<file path="src/rtl/sync_fifo_pkg.sv">
// Shared types and helpers for the sync_fifo_prog family: pointer wrap, count-width
// derivation and the count update operation.
package sync_fifo_pkg;

  typedef enum logic [1:0] {
    CNT_HOLD,
    CNT_INC,
    CNT_DEC
  } cnt_op_e;

  // Wrap by explicit compare so non-power-of-two depths work.
  function automatic int unsigned next_ptr(input int unsigned ptr, input int unsigned depth);
    return (ptr == depth - 1) ? 0 : ptr + 1;
  endfunction

  function automatic int unsigned cnt_width(input int unsigned depth);
    return $clog2(depth + 1);
  endfunction

endpackage

</file>
<file path="src/rtl/sync_fifo_ram.sv">
// Storage array for sync_fifo_prog: synchronous write, combinational read addressed by the
// read pointer. The array has no reset.
module sync_fifo_ram
  import sync_fifo_pkg::*;
#(
  parameter int unsigned DATA_WIDTH = 8,
  parameter int unsigned DEPTH      = 16,
  localparam int unsigned ADDR_WIDTH = $clog2(DEPTH)
) (
  input  logic                  clk_i,
  input  logic                  we_i,
  input  logic [ADDR_WIDTH-1:0] waddr_i,
  input  logic [DATA_WIDTH-1:0] wdata_i,
  input  logic [ADDR_WIDTH-1:0] raddr_i,
  output logic [DATA_WIDTH-1:0] rdata_o
);

  logic [DATA_WIDTH-1:0] mem_q [DEPTH];

  always_ff @(posedge clk_i) begin
    if (we_i) begin
      mem_q[waddr_i] <= wdata_i;
    end
  end

  assign rdata_o = mem_q[raddr_i];

endmodule

</file>
<file path="src/rtl/sync_fifo_prog.sv">
// Single-clock FIFO with programmable almost-full/almost-empty thresholds, exact occupancy and
// sticky overflow/underflow. Define SYNC_FIFO_FWFT_EN for first-word-fall-through output.
module sync_fifo_prog
  import sync_fifo_pkg::*;
#(
  parameter int unsigned DATA_WIDTH = 8,
  parameter int unsigned DEPTH      = 16,
  localparam int unsigned ADDR_WIDTH = $clog2(DEPTH),
  localparam int unsigned CNT_WIDTH  = $clog2(DEPTH + 1)
) (
  input  logic                  clk,
  input  logic                  rst,
  input  logic                  we,
  input  logic                  re,
  input  logic [DATA_WIDTH-1:0] data_in,
  input  logic [CNT_WIDTH-1:0]  af_thresh,
  input  logic [CNT_WIDTH-1:0]  ae_thresh,
  input  logic                  clr_err,
  output logic [DATA_WIDTH-1:0] data_out,
  output logic                  full,
  output logic                  empty,
  output logic                  almost_full,
  output logic                  almost_empty,
  output logic [CNT_WIDTH-1:0]  count,
  output logic                  overflow,
  output logic                  underflow
);

  logic                  wr_acc, rd_acc, rd_adv;
  logic [ADDR_WIDTH-1:0] wptr_q, wptr_d, rptr_q, rptr_d;
  logic [CNT_WIDTH-1:0]  count_q, count_d;
  logic                  full_q, full_d, empty_q, empty_d;
  logic                  af_q, af_d, ae_q, ae_d;
  logic                  ovf_q, ovf_d, udf_q, udf_d;
  logic [DATA_WIDTH-1:0] dout_q, dout_d, ram_rdata;
  cnt_op_e               cnt_op;

  assign wr_acc = we && !full_q;
  assign rd_acc = re && !empty_q;

  sync_fifo_ram #(
    .DATA_WIDTH(DATA_WIDTH),
    .DEPTH     (DEPTH)
  ) u_ram (
    .clk_i  (clk),
    .we_i   (wr_acc),
    .waddr_i(wptr_q),
    .wdata_i(data_in),
    .raddr_i(rptr_q),
    .rdata_o(ram_rdata)
  );

  always_comb begin
    cnt_op = CNT_HOLD;
    if (wr_acc && !rd_acc) begin
      cnt_op = CNT_INC;
    end else if (rd_acc && !wr_acc) begin
      cnt_op = CNT_DEC;
    end
  end

  always_comb begin
    count_d = count_q;
    unique case (cnt_op)
      CNT_INC: count_d = count_q + CNT_WIDTH'(1);
      CNT_DEC: count_d = count_q - CNT_WIDTH'(1);
      default: count_d = count_q;
    endcase
  end

`ifdef SYNC_FIFO_FWFT_EN
  // count includes the prefetch word, so the array holds count minus that word.
  logic [CNT_WIDTH-1:0] ram_cnt;
  logic                 load;

  always_comb begin
    ram_cnt = count_q - CNT_WIDTH'(!empty_q);
    load    = (ram_cnt != '0) && (empty_q || rd_acc);
    rd_adv  = load;
    empty_d = !(load || (!empty_q && !rd_acc));
    dout_d  = load ? ram_rdata : dout_q;
  end
`else
  always_comb begin
    rd_adv  = rd_acc;
    empty_d = (count_d == '0);
    dout_d  = rd_acc ? ram_rdata : dout_q;
  end
`endif

  always_comb begin
    wptr_d = wr_acc ? ADDR_WIDTH'(next_ptr(32'(wptr_q), DEPTH)) : wptr_q;
    rptr_d = rd_adv ? ADDR_WIDTH'(next_ptr(32'(rptr_q), DEPTH)) : rptr_q;
    full_d = (count_d == CNT_WIDTH'(DEPTH));
    af_d   = (count_d >= af_thresh);
    ae_d   = (count_d <= ae_thresh);
    // A new offence wins over a simultaneous clear.
    ovf_d  = (we && full_q) || (ovf_q && !clr_err);
    udf_d  = (re && empty_q) || (udf_q && !clr_err);
  end

  always_ff @(posedge clk or posedge rst) begin
    if (rst) begin
      wptr_q  <= '0;
      rptr_q  <= '0;
      count_q <= '0;
      full_q  <= 1'b0;
      empty_q <= 1'b1;
      af_q    <= 1'b0;
      ae_q    <= 1'b1;
      ovf_q   <= 1'b0;
      udf_q   <= 1'b0;
      dout_q  <= '0;
    end else begin
      wptr_q  <= wptr_d;
      rptr_q  <= rptr_d;
      count_q <= count_d;
      full_q  <= full_d;
      empty_q <= empty_d;
      af_q    <= af_d;
      ae_q    <= ae_d;
      ovf_q   <= ovf_d;
      udf_q   <= udf_d;
      dout_q  <= dout_d;
    end
  end

  assign data_out     = dout_q;
  assign full         = full_q;
  assign empty        = empty_q;
  assign almost_full  = af_q;
  assign almost_empty = ae_q;
  assign count        = count_q;
  assign overflow     = ovf_q;
  assign underflow    = udf_q;

endmodule

</file>
<file path="config.mk">
export PLATFORM = sky130hd
export DESIGN_NAME = sync_fifo_prog
export DESIGN_NICKNAME = d
export VERILOG_FILES = /design/src/rtl/sync_fifo_pkg.sv /design/src/rtl/sync_fifo_ram.sv /design/src/rtl/sync_fifo_prog.sv
export SDC_FILE = /design/constraint.sdc
export NUM_CORES = 1
export LEC_CHECK = 0
export BUFFER_PORTS_ARGS = -buffer_cell sky130_fd_sc_hd__buf_4
export CORE_ASPECT_RATIO = 0.6
export CORE_MARGIN = 1.5
export CORE_UTILIZATION = 60
export DETAILED_ROUTE_END_ITERATION = 7
export PLACE_DENSITY_LB_ADDON = 0.12
export SYNTH_ARGS = -nofsm -noshare
export SYNTH_HDL_FRONTEND = slang
export SYNTH_SLANG_ARGS = --single-unit
</file>
<file path="constraint.sdc">
create_clock -name clk -period 3.25 [get_ports clk]
set_input_delay 0.4875 -clock clk [delete_from_list [all_inputs] [get_ports clk]]
set_output_delay 0.4875 -clock clk [all_outputs]
set_load 0.005 [all_outputs]
</file>
==> results_dict.tcl <==
set metrics [dict create \
    fmax_ghz 0.324 \
    area_growth_pct 15.8 \
    syn_avg_cell_area_sq_um 17.6 \
    ys_seq_area_frac 0.693 \
    routedWlPerCell_microns 22.9 \
    synth_edf_count 128 \
    cts.htree.levels 4 \
    num-fill-cells 657 \
    crit_family "simple AND/OR/NAND/NOR gates" \
    slew_headroom 0.532 \
    antenna_found_initial 0 \
    tightest_slew_ps 702 \
    drt_iter0_drc 407 \
    io_buffers 41 \
    synth_top_area_cell "edfxtp_1" \
    cts_hold_buf 0 \
    drt-pass1-iter-count 5 \
    cp-start-kind "flop" \
    leakagePower_nw 2.77 \
    diodes 0 \
    routed_via_density 6.04 \
    yosysTopAreaCellShare 0.589 \
    synth_commonest_cells "edfxtp_1, mux4_2, nand2_1, dfrtp_1, inv_1" \
    netlist_top_cells_area "edfxtp_1, mux4_2, dfrtp_1" \
    ios 42 \
    slew_violations 0 \
    cpPeakStageDelay_ps 540 \
    nets 461 \
    core-area_sq_um 10600 \
    dp_hpwl_microns 8720 \
    start_util 0.618 \
    ys_async_sr_fraction 0.174 \
    dieArea_sq_um 11500 \
    clk_pin_slew_ps 60 \
    setup.worst_path.end_class "flop" \
    critical_path_required_ps 3610 \
    postRouteAntennaNets 0 \
    final.min_clock_period_ps 3080 \
    maxCapViolCount 0 \
    arrival_ps 3450 \
    powerDensity_nw_per_um2 918 \
    crit_buf_inv 1 \
    numClockSinks 155 \
    path_max_fanout 6 \
    synth-seq-cells 155 \
    clock_skew_ps 8.22 \
    setup_viol 0 \
    yosysMostFrequentCell "edfxtp_1" \
    synth_flop_cell "edfxtp_1" \
    crit_type "reg -> reg" \
    grt_max_degree 37 \
    drc 0 \
    utilization 0.716 \
    root_buffer "clkbuf_16" \
    rsz0062_at_grt "no" \
    synth_cell_type_count 47 \
    hold_viol_final 0 \
    cts_tree "done" \
    multi_input_area_sq_um 1830 \
    fin_crit_sh 0.949 \
    crit_path_top_delay_cell "dfstp_2" \
    drive_above_1_share 0.307 \
    syn_nets 409 \
    cts_made_buffers 17 \
    ir_worst_vdd_uv 636 \
    syn-cell-area_sq_um 6520 \
    ys_warn_count 0 \
    cp_cell_sequence "nand2b_4 -> inv_2 -> nand2_2 -> xnor2_1 -> ha_1 -> nor3_2 -> o21bai_2 -> o21a_1 -> o211a_1 -> or3_4 -> ha_1 -> nand4_1 -> nand2_1 -> o31a_1 -> o211a_1" \
    die_h_microns 83.8 \
    dpl_worst_slack_ps -91.1 \
    rr_worst_depth 15 \
    num_rows 29 \
    vias 3475 \
    final-seq-area_sq_um 4520 \
    rr_startpoint "empty$_DFF_PP1_" \
    status "complete, no violations" \
    hold_class "in -> async" \
    gp_congestion 0.805 \
    die_x_microns 138 \
    cts.path.max_buffers 2 \
    power.total_mw 6.94 \
    insertion_delay_ps 420 \
    layout_setup_ws_ps 167 \
    gr-total-overflow 0 \
    track_usage 0.254 \
    r2r_setup_slack_ps 170 \
    r2r_end "almost_empty$_DFF_PP1_" \
    routed_wl_microns 13200 \
    grt_pass1_wl_microns 20200 \
    grt_pass1_vias 3340 \
    postSynthCellCount 371 \
]
==> layout make-up <==
| class | count | share of cell area |
|---|---|---|
| clock inverter | 9 | 0.00778 |
| tap | 139 | 0.0230 |
| clock buffer | 23 | 0.0662 |
| sequential | 155 | 0.599 |
| inverter | 21 | 0.0114 |
| multi-input combinational | 179 | 0.243 |
| timing repair buffer | 49 | 0.0503 |
==> state kept, by name, summed over array words and instances (netlist names), 4 cells and up <==
name         count
wptr_q           4
data_out         8
rptr_q           4
count            5
u_ram.mem_q    128
==> cell usage in the layout (no fill, tap or decap), types with 4 or more instances in the layout <==
| cell | count |
|---|---|
| nor3_1 | 4 |
| xnor2_1 | 4 |
| ha_1 | 15 |
| buf_4 | 48 |
| dfrtp_1 | 24 |
| nand3_1 | 4 |
| a21oi_1 | 5 |
| nand2_1 | 40 |
| mux4_2 | 40 |
| edfxtp_1 | 128 |
| and2_1 | 16 |
| clkbuf_16 | 19 |
| o21ai_0 | 8 |
| a21o_1 | 4 |
| inv_1 | 18 |
==> worst max-delay path by stage <==
| stage | slack (ps) | endpoint | cells after the start | startpoint |
|---|---|---|---|---|
| after global routing | 10 | almost_empty$_DFF_PP1_ | 15 | empty$_DFF_PP1_ |
| after CTS | 80 | almost_empty$_DFF_PP1_ | 15 | full$_DFF_PP0_ |
| final | 170 | almost_empty$_DFF_PP1_ | 15 | empty$_DFF_PP1_ |
| after global placement | 140 | almost_empty$_DFF_PP1_ | 16 | we |
| after detailed placement | -90 | almost_empty$_DFF_PP1_ | 16 | we |
| after floorplan | 280 | almost_empty$_DFF_PP1_ | 12 | empty$_DFF_PP1_ |
==> through the flow <==
stage / instance area [sq um] / hold WS (ps) / TNS (ps) / cells
4_1_cts: 7530 / 155 / 0 / 574
3_3_place_gp: 6980 / 462 / 0 / 542
2_1_floorplan: 6520 / 470 / 0 / 371
6_report: 7560 / 152 / 0 / 575
3_5_place_dp: 6980 / 470 / -91.1 / 542
5_1_grt: 7560 / 166 / 0 / 575
==> power by group <==
group	leakage (nW)	internal (mW)	switching, mW
Sequential	1.48	2.49	0.286
Clock	0.278	1.09	0.765
Combinational	1.01	1.15	1.16
Total	2.77	4.72	2.21
==> metal layers <==
layer	track usage	wire, microns
met5	0	0
met4	0.0708	103
met3	0.0753	1080
met2	0.327	5660
met1	0.420	6310
==> timing repair <==
action / CTS / global route
resized for setup: 0 / 3
endpoints found under the setup margin: 0 / 1
buffers inserted: 0 / 1
endpoints found under the hold margin: 0 / 0
==> logic make-up (layout without fill, tap and decap cells) <==
logic type,count (synthesis),in the layout,share of synthesized area
buffers and inverters,37,102,0.0280
AND/OR/NAND/NOR,84,84,0.0675
AO/OA/AOI/OAI,33,33,0.0347
XOR/XNOR,6,6,0.00806
multiplexers,41,41,0.140
flip-flops,155,155,0.693
adder cells (fa/ha/maj),15,15,0.0288
==> worst min-delay path, delay by kind of cell <==
| family | cells | cell delay (ps) |
|---|---|---|
| buffers and inverters | 3 | 500 |
Note: power is estimated with default switching activity, not from simulation.
